**config.mk**
```make
export PLATFORM = sky130hd
export DESIGN_NAME = stream_packer
export DESIGN_NICKNAME = d
export VERILOG_FILES = /design/src/rtl/packer_pkg.sv /design/src/rtl/lane_inserter.sv /design/src/rtl/stream_packer.sv
export SDC_FILE = /design/constraint.sdc
export NUM_CORES = 1
export LEC_CHECK = 0
export ABC_CLOCK_PERIOD_IN_PS = 11360
export CAP_MARGIN = 15
export CORE_MARGIN = 1.5
export CORE_UTILIZATION = 30
export DETAILED_ROUTE_END_ITERATION = 16
export DONT_BUFFER_PORTS = 1
export GPL_ROUTABILITY_DRIVEN = 0
export SLEW_MARGIN = 40
export SYNTH_ARGS = -nofsm -noshare
export SYNTH_HDL_FRONTEND = slang
export SYNTH_SLANG_ARGS = --single-unit
```
**constraint.sdc**
```tcl
create_clock -name clk -period 11.36 [get_ports clk]
set_input_delay 1.704 -clock clk [delete_from_list [all_inputs] [get_ports clk]]
set_output_delay 1.704 -clock clk [all_outputs]
set_load 0.02 [all_outputs]
```
**src/rtl/packer_pkg.sv**
```systemverilog
// Shared constants and sizing helpers for stream_packer and its lane inserter.
// The optional byte mask is controlled by STREAM_PACKER_BYTE_MASK_EN in the users of this package.
package packer_pkg;

    localparam int DEF_IO_DATA_WIDTH = 8;
    localparam int DEF_LANES_IN      = 4;
    localparam int DEF_MEM_BW        = 128;

    function automatic int beats_per_word(input int w, input int lanes, input int bw);
        return bw / (w * lanes);
    endfunction

    function automatic int slot_width(input int beats);
        return (beats > 1) ? $clog2(beats) : 1;
    endfunction

endpackage

```
**src/rtl/lane_inserter.sv**
```systemverilog
// Combinational merge of one multi-lane beat into the accumulation word at a given slot.
// With STREAM_PACKER_BYTE_MASK_EN defined, also marks the written bytes in a parallel mask.
module lane_inserter
    import packer_pkg::*;
#(
    parameter int IO_DATA_WIDTH = DEF_IO_DATA_WIDTH,
    parameter int LANES_IN      = DEF_LANES_IN,
    parameter int MEM_BW        = DEF_MEM_BW,
    localparam int BEATS        = beats_per_word(IO_DATA_WIDTH, LANES_IN, MEM_BW),
    localparam int SW           = slot_width(BEATS)
) (
    input  logic [MEM_BW-1:0]        acc,
    input  logic [IO_DATA_WIDTH-1:0] beat [0:LANES_IN-1],
    input  logic [SW-1:0]            slot,
`ifdef STREAM_PACKER_BYTE_MASK_EN
    input  logic [MEM_BW/8-1:0]      acc_mask,
    output logic [MEM_BW/8-1:0]      next_mask,
`endif
    output logic [MEM_BW-1:0]        next_word
);

    // Lane 0 of slot 0 occupies the MSBs; later lanes and slots walk toward the LSBs.
    always_comb begin
        // NOTE: default to the incoming accumulation first so every path assigns next_word (no latch).
        next_word = acc;
        for (int k = 0; k < BEATS; k++) begin
            if (slot == SW'(k)) begin
                for (int j = 0; j < LANES_IN; j++) begin
                    next_word[MEM_BW-1-(k*LANES_IN+j)*IO_DATA_WIDTH -: IO_DATA_WIDTH] = beat[j];
                end
            end
        end
    end

`ifdef STREAM_PACKER_BYTE_MASK_EN
    localparam int BPL = IO_DATA_WIDTH / 8;

    always_comb begin
        next_mask = acc_mask;
        for (int k = 0; k < BEATS; k++) begin
            if (slot == SW'(k)) begin
                for (int j = 0; j < LANES_IN; j++) begin
                    next_mask[MEM_BW/8-1-(k*LANES_IN+j)*BPL -: BPL] = '1;
                end
            end
        end
    end
`endif

endmodule

```
**src/rtl/stream_packer.sv**
```systemverilog
// Packs narrow multi-lane beats into MEM_BW-wide words with valid/ready on both sides.
// Define STREAM_PACKER_BYTE_MASK_EN to add the registered out_mask byte-enable port.
module stream_packer
    import packer_pkg::*;
#(
    parameter int IO_DATA_WIDTH = DEF_IO_DATA_WIDTH,
    parameter int LANES_IN      = DEF_LANES_IN,
    parameter int MEM_BW        = DEF_MEM_BW
) (
    input  logic                     clk,
    input  logic                     arst,
    input  logic [IO_DATA_WIDTH-1:0] in_data [0:LANES_IN-1],
    input  logic                     in_valid,
    input  logic                     in_last,
    output logic                     in_ready,
    output logic [MEM_BW-1:0]        out_data,
    output logic                     out_last,
    output logic                     out_valid,
`ifdef STREAM_PACKER_BYTE_MASK_EN
    output logic [MEM_BW/8-1:0]      out_mask,
`endif
    input  logic                     out_ready
);

    localparam int BEATS = beats_per_word(IO_DATA_WIDTH, LANES_IN, MEM_BW);
    localparam int SW    = slot_width(BEATS);
    localparam logic [SW-1:0] LAST_SLOT = SW'(BEATS - 1);

    if (MEM_BW % (IO_DATA_WIDTH * LANES_IN) != 0) begin : g_bad_mem_bw
        $error("stream_packer: MEM_BW must be a multiple of IO_DATA_WIDTH*LANES_IN");
    end
`ifdef STREAM_PACKER_BYTE_MASK_EN
    if (IO_DATA_WIDTH % 8 != 0) begin : g_bad_lane_width
        $error("stream_packer: byte mask needs IO_DATA_WIDTH to be a multiple of 8");
    end
`endif

    logic [SW-1:0]     slot;
    logic [MEM_BW-1:0] acc;
    logic [MEM_BW-1:0] next_word;
    logic              closing;
    logic              accept;

`ifdef STREAM_PACKER_BYTE_MASK_EN
    logic [MEM_BW/8-1:0] acc_mask;
    logic [MEM_BW/8-1:0] next_mask;
`endif

    lane_inserter #(
        .IO_DATA_WIDTH (IO_DATA_WIDTH),
        .LANES_IN      (LANES_IN),
        .MEM_BW        (MEM_BW)
    ) u_lane_inserter (
        .acc       (acc),
        .beat      (in_data),
        .slot      (slot),
`ifdef STREAM_PACKER_BYTE_MASK_EN
        .acc_mask  (acc_mask),
        .next_mask (next_mask),
`endif
        .next_word (next_word)
    );

    // Only a closing beat needs the output register; everything else lands in acc.
    assign closing  = (slot == LAST_SLOT) || in_last;
    assign in_ready = !out_valid || out_ready || !closing;
    assign accept   = in_valid && in_ready;

    always_ff @(posedge clk or posedge arst) begin
        if (arst) begin
            slot      <= '0;
            acc       <= '0;
            out_data  <= '0;
            out_last  <= 1'b0;
            out_valid <= 1'b0;
`ifdef STREAM_PACKER_BYTE_MASK_EN
            acc_mask  <= '0;
            out_mask  <= '0;
`endif
        end else begin
            // NOTE: non-blocking assignments so every register sees pre-edge values; a close below overrides the drain.
            if (out_valid && out_ready) begin
                out_valid <= 1'b0;
            end
            if (accept) begin
                if (closing) begin
                    out_data  <= next_word;
                    out_last  <= in_last;
                    out_valid <= 1'b1;
                    acc       <= '0;
                    slot      <= '0;
`ifdef STREAM_PACKER_BYTE_MASK_EN
                    out_mask  <= next_mask;
                    acc_mask  <= '0;
`endif
                end else begin
                    acc       <= next_word;
                    slot      <= slot + SW'(1);
`ifdef STREAM_PACKER_BYTE_MASK_EN
                    acc_mask  <= next_mask;
`endif
                end
            end
        end
    end

endmodule
```
# Yosys cells after proc, flatten, opt, wreduce, memory -nomap -nowiden

Index checks and enable logic that the tools add are counted.

Register bits after elaboration: 260
Bits of input ports: 37
Output and inout bits: 131
Word-level logic and storage cells: 27

$add $sub $neg: 1
Equal/unequal tests: 3
Mux-type cells: 9
Reduce and logical (&&, ||, !) cells: 9

Operators by type and width:

| operator                                                               | count |
|---|---|
| 128-bit 2-to-1 mux                                                     | 1 |
| 32-bit 2-to-1 mux                                                      | 4 |
| 2-bit equality test (second input constant)                            | 2 |
| 1-bit logical OR                                                       | 3 |
| 1-bit 2-to-1 mux                                                       | 3 |
| 2-bit by 1-bit adder with 2-bit output (second input constant)         | 1 |
| 2-bit by 1-bit equality test with 1-bit output (second input constant) | 1 |
| 1-bit logical AND                                                      | 2 |
| 1-bit logical NOT                                                      | 2 |
| 2-bit logical NOT                                                      | 1 |
| 2-bit 2-to-1 mux                                                       | 1 |
| 2-bit AND reduction                                                    | 1 |

# Depth between registers and ports, before layout

Gate-level depths: netlist (run 1).

Word-level depth: 6
Mapped depth: 8
Gate-level depth less buffers: 5

# Hierarchy

From an unflattened synthesis (run 1), not the netlist that was laid out.

Cell total of the unflattened synthesis: 717
Area, all modules: 11,531.1 sq um

By module, submodules not included:

| module        | instances | cells an instance | area an instance (sq um) | sequential area each (sq um) |
|---|---|---|---|---|
| stream_packer | 1         | 571               | 9,954.5                  | 6,506.2 |
| lane_inserter | 1         | 146               | 1,576.5                  | 0.0 |

# Worst setup path before layout (run 1)

No wires, ideal clock.

Kind: input -> output
From: input out_ready
To: output in_ready
Data arrival time: 2.341 ns
Data required time: 9.656 ns
Slack: 7.315 ns
Stages on the path: 2
Path buffers: 0
Cell sequence: nand2b_1 > or2_2

Cells in the longest elaborated chain, start to end: 2

RTL lines:

| item                           | RTL line            | source |
|---|---|---|
| start: declaration             | stream_packer.sv:22 | `input logic out_ready` |
| 1-bit logical OR (2 in series) | stream_packer.sv:66 | `assign in_ready = !out_valid \|\| out_ready \|\| !closing;` |
| end: declaration               | stream_packer.sv:15 | `output logic in_ready,` |

Every way passes these cells.

# Final worst setup path (run 1)

Same ends and word-level chain as after synthesis.

==> results of run 1 <==
==> final timing paths <==
kind	end	cells past startpoint
max	in_ready	2
min	acc[3]	1
max reg2reg	out_data[63]	7
min reg2reg	acc[3]	1
max in group asynchronous	out_data[86]	2
min in group asynchronous	acc[7]	1
==> layer usage <==
layer  track usage (%)  share of wire [%]
met5                 0                  0
met2              22.1                 46
met3              3.66                5.9
met4              4.16                2.8
met1              19.2                 45
==> sequential cells by signal, indices dropped and copies added, names as in the netlist <==
signal,cells
out_data,128
acc,128
out_valid,1
out_last,1
slot,2
==> metrics by stage <==
stage	instances	hold slack, ns	worst slack (ns)	total power [mW]	cell area (um2)
final	1207	0.478	7.19	2.75	12600
after floorplan	728	0.449	2.50	1.68	11200
after global placement	1150	0.465	7.12	1.81	11600
after CTS	1206	0.484	7.18	2.80	12600
after global routing	1207	0.492	7.15	2.88	12600
after detailed placement	1150	0.467	7.18	1.82	11600
==> power by group <==
group | total (mW) | switching, mW | leakage (nW) | internal, mW
registers | 1.37 | 0.280 | 3.50 | 1.09
clock network | 0.959 | 0.395 | 0.475 | 0.564
logic | 0.424 | 0.184 | 2.06 | 0.240
total | 2.75 | 0.859 | 6.04 | 1.89
==> cell usage in the layout, fill, tap and decap left out, types with 2 or more instances in the layout <==
| master | n |
|---|---|
| a32o_1 | 3 |
| o21ai_0 | 2 |
| mux2_2 | 210 |
| and2_1 | 32 |
| or4b_1 | 3 |
| clkbuf_16 | 31 |
| clkinvlp_4 | 3 |
| inv_1 | 2 |
| o211ai_4 | 3 |
| mux2_4 | 46 |
| and2_4 | 3 |
| dfrtp_1 | 260 |
| clkinv_2 | 3 |
| a22o_1 | 94 |
| clkbuf_1 | 9 |
| nand2_1 | 3 |
| buf_6 | 3 |
| clkinv_4 | 2 |
| buf_4 | 7 |
| ha_2 | 3 |
| clkbuf_8 | 6 |
==> layout make-up <==
cell class,instances,share of cell area (%)
Clock inverter,10,0.745
Timing Repair Buffer,11,0.844
Multi-Input combinational cell,409,34.8
Inverter,3,0.189
Tap cell,468,4.65
Sequential cell,260,51.6
Clock buffer,46,7.08
==> cells by family after synthesis <==
| group | synth area share [%] |
|---|---|
| buf+inv | 3.16 |
| simple gates | 2.88 |
| mux | 27.3 |
| fa+ha+maj | 0.447 |
| compound gates | 8.11 |
| flops | 58.1 |
==> worst reg2reg max path: cells and delay by family, from the launching register on <==
family	cells	cell delay, ns
DFF	1	0.42
buffers and inverters	3	1.12
adders and majority gates	1	0.19
muxes	1	0.50
and+or+nand+nor	2	0.78
==> out/results.ini, run 1 <==
[run_status]
status=complete, no violations

[power_and_ir_drop]
ir_worst_vdd_mv=0.117
p_leak_nw=6.04
power.density_nw_per_um2=218

[sta]
worstMarginPinSlew_ns=0.758
rsz0062_at_grt=no
slew_violations=0
skew_ns=0.00592
tns_ns=0
relSlewSlack_pct=49.5
setup-violations-final=0
timing.final.crit_share_pct=36.7
max_freq_ghz=0.240
finalHoldViolCount=0
fin_crit_ns=4.17

[cells_and_area]
fillers=3494
seqCellArea_um2=6510
antenna_cells=0
utilization_pct=34.3
nNetsFinal=757
multiInputGateArea_um2=4390
syn_to_final_growth_pct=12.5
drive_gt1_share_pct=44.5

[floorplan]
dieArea_um2=38500
rows=70
fp.coreArea_um2=36700
die_height_um=196
start_util_pct=30.5
design.portCount=168
fp.dieW_um=196

[worst_setup_path]
critPathRequiredTime_ns=9.66
critPathKind=primary input to output pin
crit_path_top_delay_cell=or2_2
end_kind=output pin
max_stage_delay_ns=0.44
worst_setup_path_start_kind=primary input
cp-startpoint=out_ready
timing.rr.start=slot[0]
r2r_slack_ns=8.23
crit_chain=nand2b_1, or2_2
worstPathArrival_ns=2.47
path_max_fanout=7
cp.buffers_inverters=0
path_delay_family=simple AND/OR/NAND/NOR gates

[yosys]
ys_seq_elements=260
yosysTopAreaCell=dfrtp_1
ys_warn_count=0
synthFlopType=dfrtp_1
ys_types=24
synth_area_leaders=dfrtp_1 (58%), mux2_2 (21%), a22o_1 (7.4%)
postSynth.asyncResetShare_pct=100
syn_area_um2=11200
synth_edf_count=0
syn_inst=728
yosys-top-cells-count=dfrtp_1 (260), mux2_2 (210), a22o_1 (94)
yosys.area.top_type_share_pct=58.1
seq_area_frac_synth_pct=58.1
yosysMostFrequentCell=dfrtp_1
syn_avg_cell_area_um2=15.4
synth_nets=769

[clock_network]
path_clk_slew_ns=0.06
cts_buffer_depth=3
clockRootBuffer=clkbuf_16
post_cts_resized=0
cts_hold_buf=0
tritoncts=built
cts.sinks=260
htreeDepth=1
post-cts-setup-buffers=0
clk_latency_ns=0.56
cts_buffers=31

[grt]
grt_antenna_before_repair=0
grt.overflow.total=0
grt_start_max_net_pins=128
grt_pass1_wl_um=41700
grt_usage_pct=14.1
first_global_vias=6329

[drt]
viasPerCell=4.94
wirelength_um=26800
ant_nets=0
firstDrtPassIters=6
drt_iter0_drc=185
drc=0
vias=5963
wire_per_inst_um=22.2

[run]
maxCapViolations=0

[placed_design]
dp_hpwl_um=15600
port_buffers=0

[worst_hold_path]
hp-start=acc[3]
hold_class=register to register

(Power assumes the default switching activity.)
==> run 2, diff against run 1 <==
--- a/config.mk
+++ b/config.mk
@@ -5,7 +5,7 @@
 export SDC_FILE = /design/constraint.sdc
 export NUM_CORES = 1
 export LEC_CHECK = 0
-export ABC_CLOCK_PERIOD_IN_PS = 11360
+export ABC_CLOCK_PERIOD_IN_PS = 3610
 export CAP_MARGIN = 15
 export CORE_MARGIN = 1.5
 export CORE_UTILIZATION = 30
==> constraint.sdc (replaced) <==
create_clock -name clk -period 3.61 [get_ports clk]
set_input_delay 0.5415 -clock clk [delete_from_list [all_inputs] [get_ports clk]]
set_output_delay 0.5415 -clock clk [all_outputs]
set_load 0.02 [all_outputs]
==> run 2 against run 1 <==
  * Routed wire length is 1.0% higher
  * Die area stayed put
  * Final area is 1.5% higher
  * Register-to-register slack worse by 7.2 ns
  * Sequential power grew to 3.1 times the previous value
  * Via count is 0.47% higher
  * Flip-flop and latch count stayed put
  * Largest power group unchanged
  * Highest routed layer unchanged
==> out/results.ini, run 2 (synthesized netlist as in run 1, its figures left out) <==
[run_status]
status=complete, no violations  ; unchanged

[drt]
ant_nets=0  ; unchanged
vias=5991  ; was 5963
drt_iter0_drc=224  ; was 185
wire_per_inst_um=22.3  ; was 22.2 um
wirelength_um=27100  ; was 26800 um
drc=0  ; unchanged
viasPerCell=4.93  ; was 4.94
firstDrtPassIters=4  ; was 6

[cells_and_area]
nNetsFinal=765  ; was 757
stdcell_area_um2=12800  ; was 12600 um2
reg_top3=acc x128, out_data x128, slot x2  ; unchanged
final_cell_mix=dfrtp_1 (260), mux2_2 (210), a22o_1 (94)  ; unchanged
fillers=3535  ; was 3494
antenna_cells=0  ; unchanged
drive_gt1_share_pct=44.9  ; was 44.5%
syn_to_final_growth_pct=14.1  ; was 12.5%
multiInputGateArea_um2=4380  ; was 4390 um2
seqCellArea_um2=6510  ; unchanged
final_common_cell=dfrtp_1  ; unchanged

[worst_setup_path]
end_kind=output pin  ; unchanged
worst_setup_path_start_kind=register  ; was primary input
rr_worst_depth=5  ; was 7
path_max_fanout=22  ; was 7
critPathRequiredTime_ns=3.07  ; was 9.66 ns
critPathKind=register to output pin  ; was primary input to output pin
worstPathArrival_ns=2.22  ; was 2.47 ns

[floorplan]
dieArea_um2=38500  ; unchanged
fp.dieW_um=196  ; unchanged
die_height_um=196  ; unchanged
fp.coreArea_um2=36700  ; unchanged
rows=70  ; unchanged
design.portCount=168  ; unchanged
start_util_pct=30.5  ; unchanged

[sta]
whs_ns=0.112  ; was 0.478 ns
finalHoldViolCount=0  ; unchanged
worstMarginPinSlew_ns=0.831  ; was 0.758 ns
tns_ns=0  ; unchanged
timing.final.crit_share_pct=76.5
setup-violations-final=0  ; unchanged
rsz0062_at_grt=no  ; unchanged
fin_crit_ns=2.76
slew_violations=0  ; unchanged
skew_ns=0.0121  ; was 0.00592 ns
max_freq_ghz=0.362
relSlewSlack_pct=44.6  ; was 49.5%

[placed_design]
placed_cell_area_um2=11700  ; was 11600 um2
dp_hpwl_um=17200  ; was 15600 um
port_buffers=0  ; unchanged

[clock_network]
cts_buffers=31  ; unchanged
post_cts_resized=0  ; unchanged
clockRootBuffer=clkbuf_16  ; unchanged
clk_latency_ns=0.56  ; about the same
tritoncts=built  ; unchanged
cts.sinks=260  ; unchanged
cts_hold_buf=1  ; was 0
path_clk_slew_ns=0.06  ; about the same
cts_buffer_depth=3  ; unchanged
htreeDepth=1  ; unchanged
post-cts-setup-buffers=0  ; unchanged

[power_and_ir_drop]
ir_worst_vdd_mv=0.343  ; was 0.117 mV
power.density_nw_per_um2=695  ; was 218 nW/um2
p_leak_nw=6.13  ; was 6.04 nW
p_total_mw=8.89  ; was 2.75 mW

[worst_hold_path]
hold_class=primary input to register  ; was register to register
hold_path_depth=1  ; unchanged

[grt]
grt_pass1_wl_um=42000  ; was 41700 um
grt_start_max_net_pins=86  ; was 128
grt_antenna_before_repair=0  ; unchanged
grt.overflow.total=0  ; unchanged
grt_usage_pct=14.1  ; about the same
first_global_vias=6416  ; was 6329

[run]
maxCapViolations=0  ; unchanged

-- run 2: cell type report --
cell class                      instances  share of cell area, %
Sequential cell                       260                   50.9
Timing Repair Buffer                   19                   1.95
Clock inverter                         12                   1.55
Inverter                                3                  0.117
Tap cell                              468                   4.58
Clock buffer                           43                   6.66
Multi-Input combinational cell        409                   34.2
-- run 2: report_power, final --
group / switching, mW / leakage (nW) / internal (mW)
registers: 0.877 / 3.50 / 3.42
logic: 0.577 / 2.12 / 0.780
clock network: 1.24 / 0.506 / 1.99
total: 2.70 / 6.13 / 6.19
-- run 2: stage by stage --
step / utilization [%] / instances / setup WS (ns)
finish: 34.8 / 1214 / 0.849
global placement: 31.6 / 1152 / 1.02
floorplan: - / 728 / -0.359
global route: 34.8 / 1214 / 0.729
CTS: 34.8 / 1214 / 0.790
detailed placement: 31.9 / 1158 / 1.00
-- run 2: path summary, 6_finish.rpt --
path	slack [ns]	from	endpoint
worst max-delay path	0.85	slot[1]	in_ready
worst min-delay path	0.11	in_data[26]	acc[90]
worst max register to register	1.03	slot[0]	acc[52]
worst min register to register	0.48	acc[24]	acc[24]
max in group asynchronous	2.14	arst	out_data[21]
min in group asynchronous	0.46	arst	out_data[6]
-- run 2: critical path, stage by stage (launching register included) --
cell and delay [ns]:
dfrtp_1 0.39, ha_2 0.68, nor2_4 0.17, or2_2 0.42
-- run 2: metal layers --
layer	global-route usage [%]	routed length, um	vias up
met5	0	0	-
met4	3.39	380	0
met3	4.52	1910	32
met2	22.3	12600	134
met1	18.8	12200	3165
li1	-	-	2660
==> run 3, diff against run 2 <==
--- a/config.mk
+++ b/config.mk
@@ -5,7 +5,7 @@
 export SDC_FILE = /design/constraint.sdc
 export NUM_CORES = 1
 export LEC_CHECK = 0
-export ABC_CLOCK_PERIOD_IN_PS = 3610
+export ABC_CLOCK_PERIOD_IN_PS = 2900
 export CAP_MARGIN = 15
 export CORE_MARGIN = 1.5
 export CORE_UTILIZATION = 30
==> constraint.sdc (replaced) <==
create_clock -name clk -period 2.9 [get_ports clk]
set_input_delay 0.435 -clock clk [delete_from_list [all_inputs] [get_ports clk]]
set_output_delay 0.435 -clock clk [all_outputs]
set_load 0.02 [all_outputs]
==> run 3 against run 2 <==
  * Sequential share of layout area is 1.1 points lower
  * Critical path depth stayed put
  * Utilization is 0.80 points higher
  * Largest cell class unchanged
  * Critical endpoint unchanged
  * Global-route usage is 1.0 points higher
  * Flip-flop and latch count stayed put
  * Count of clock-buffer cells in the layout is 4 lower
==> out/results.ini, run 3 (synthesized netlist as in run 1, its figures left out) <==
[floorplan]
die_height_um=196  ; unchanged
fp.dieW_um=196  ; unchanged
dieArea_um2=38500  ; unchanged
fp.coreArea_um2=36700  ; unchanged
start_util_pct=30.5  ; unchanged
design.portCount=168  ; unchanged
rows=70  ; unchanged

[placed_design]
dp_hpwl_um=16400  ; was 17200 um
port_buffers=0  ; unchanged
dp_cells=1160  ; was 1158
pre_cts_ws_ns=0.599  ; was 1.00 ns
placed_cell_area_um2=11700  ; about the same

[clock_network]
clockRootBuffer=clkbuf_16  ; unchanged
cts_buffers=30  ; was 31
clk_latency_ns=0.56  ; about the same
tritoncts=built  ; unchanged
htreeDepth=1  ; unchanged
post-cts-setup-buffers=0  ; unchanged
cts.sinks=260  ; unchanged
path_clk_slew_ns=0.07  ; was 0.06 ns
cts_buffer_depth=3  ; unchanged
cts_hold_buf=34  ; was 1
post_cts_resized=0  ; unchanged

[drt]
viasPerCell=4.97  ; was 4.93
drc=0  ; unchanged
firstDrtPassIters=6  ; was 4
vias=6208  ; was 5991
ant_nets=0  ; unchanged
wirelength_um=28800  ; was 27100 um
drt_iter0_drc=279  ; was 224
wire_per_inst_um=23.1  ; was 22.3 um

[cells_and_area]
final_common_cell=dfrtp_1  ; unchanged
fillers=3441  ; was 3535
reg_top3=acc x128, out_data x128, slot x2  ; unchanged
nNetsFinal=799  ; was 765
syn_to_final_growth_pct=16.8  ; was 14.1%
fin_cells=1249  ; was 1214
drive_gt1_share_pct=43.8  ; was 44.9%
utilization_pct=35.6  ; was 34.8%
antenna_cells=0  ; unchanged
stdcell_area_um2=13100  ; was 12800 um2
final_cell_mix=dfrtp_1 (260), mux2_2 (210), a22o_1 (94)  ; unchanged

[worst_setup_path]
r2r_end=out_data[119]  ; was acc[52]
worst_setup_path_start_kind=register  ; unchanged
rr_worst_depth=5  ; unchanged
critPathKind=register to output pin  ; unchanged
timing.rr.start=slot[0]  ; unchanged
critPathRequiredTime_ns=2.47  ; was 3.07 ns
worstPathArrival_ns=2.03  ; was 2.22 ns
path_max_fanout=16  ; was 22
end_kind=output pin  ; unchanged
r2r_slack_ns=0.60  ; was 1.03 ns

[grt]
grt_antenna_before_repair=0  ; unchanged
grt_start_max_net_pins=81  ; was 86
grt.overflow.total=0  ; unchanged
first_global_vias=6738  ; was 6416
grt_pass1_wl_um=44400  ; was 42000 um
grt_usage_pct=15.2  ; was 14.1%

[power_and_ir_drop]
power.density_nw_per_um2=828  ; was 695 nW/um2
p_leak_nw=6.24  ; was 6.13 nW
p_total_mw=10.8  ; was 8.89 mW
ir_worst_vdd_mv=0.385  ; was 0.343 mV

[run]
maxCapViolations=0  ; unchanged

[sta]
fin_crit_ns=2.46
setup-violations-final=0  ; unchanged
rsz0062_at_grt=no  ; unchanged
relSlewSlack_pct=48.2  ; was 44.6%
skew_ns=0.00923  ; was 0.0121 ns
worst_slack_ns=0.440  ; was 0.849 ns
timing.final.crit_share_pct=84.8
slew_violations=0  ; unchanged
finalHoldViolCount=0  ; unchanged
worstMarginPinSlew_ns=0.773  ; was 0.831 ns
whs_ns=0.0297  ; was 0.112 ns
tns_ns=0  ; unchanged
max_freq_ghz=0.406

[run_status]
status=complete, no violations  ; unchanged

[worst_hold_path]
hold_path_depth=1  ; unchanged
hold_class=primary input to register  ; unchanged
min_to=acc[98]  ; was acc[90]
hp-start=in_data[2]  ; was in_data[26]

## run 3: metal layers
metal,track usage (%),vias up,routed length [um]
met1,20.2,3288,12900
met5,0,-,0
met3,4.31,43,1970
met2,24.2,146,13500
met4,3.96,0,548
li1,-,2731,-
## run 3: how the worst max path moves through the flow
stage / cells past startpoint / endpoint / start
2_1_floorplan: 1 / acc[0] / arst
3_3_place_gp: 4 / acc[48] / slot[0]
3_5_place_dp: 5 / out_data[119] / slot[0]
4_1_cts: 3 / in_ready / slot[0]
5_1_grt: 3 / in_ready / slot[0]
6_report: 3 / in_ready / slot[0]
## run 3: critical path, cell delays in order, from the launching register on
cell and delay [ns]:
dfrtp_1 0.38, ha_2 0.52, nor2_4 0.15, or2_2 0.41
## run 3: final cells by class
cell class              instances  area, um2  area share (%)
clock buffers                  39        846            6.47
clock inverters                16        139            1.06
inverters                       3       15.0           0.115
multi-input cells             409       4380            33.5
flip-flops and latches        260       6510            49.8
well taps                     468        586            4.48
repair buffers                 54        606            4.63
## run 3: power by group
part	leakage (nW)	switching, mW	internal [mW]
clock	0.473	1.58	2.16
combinational	2.27	0.750	0.996
sequential	3.50	1.09	4.26
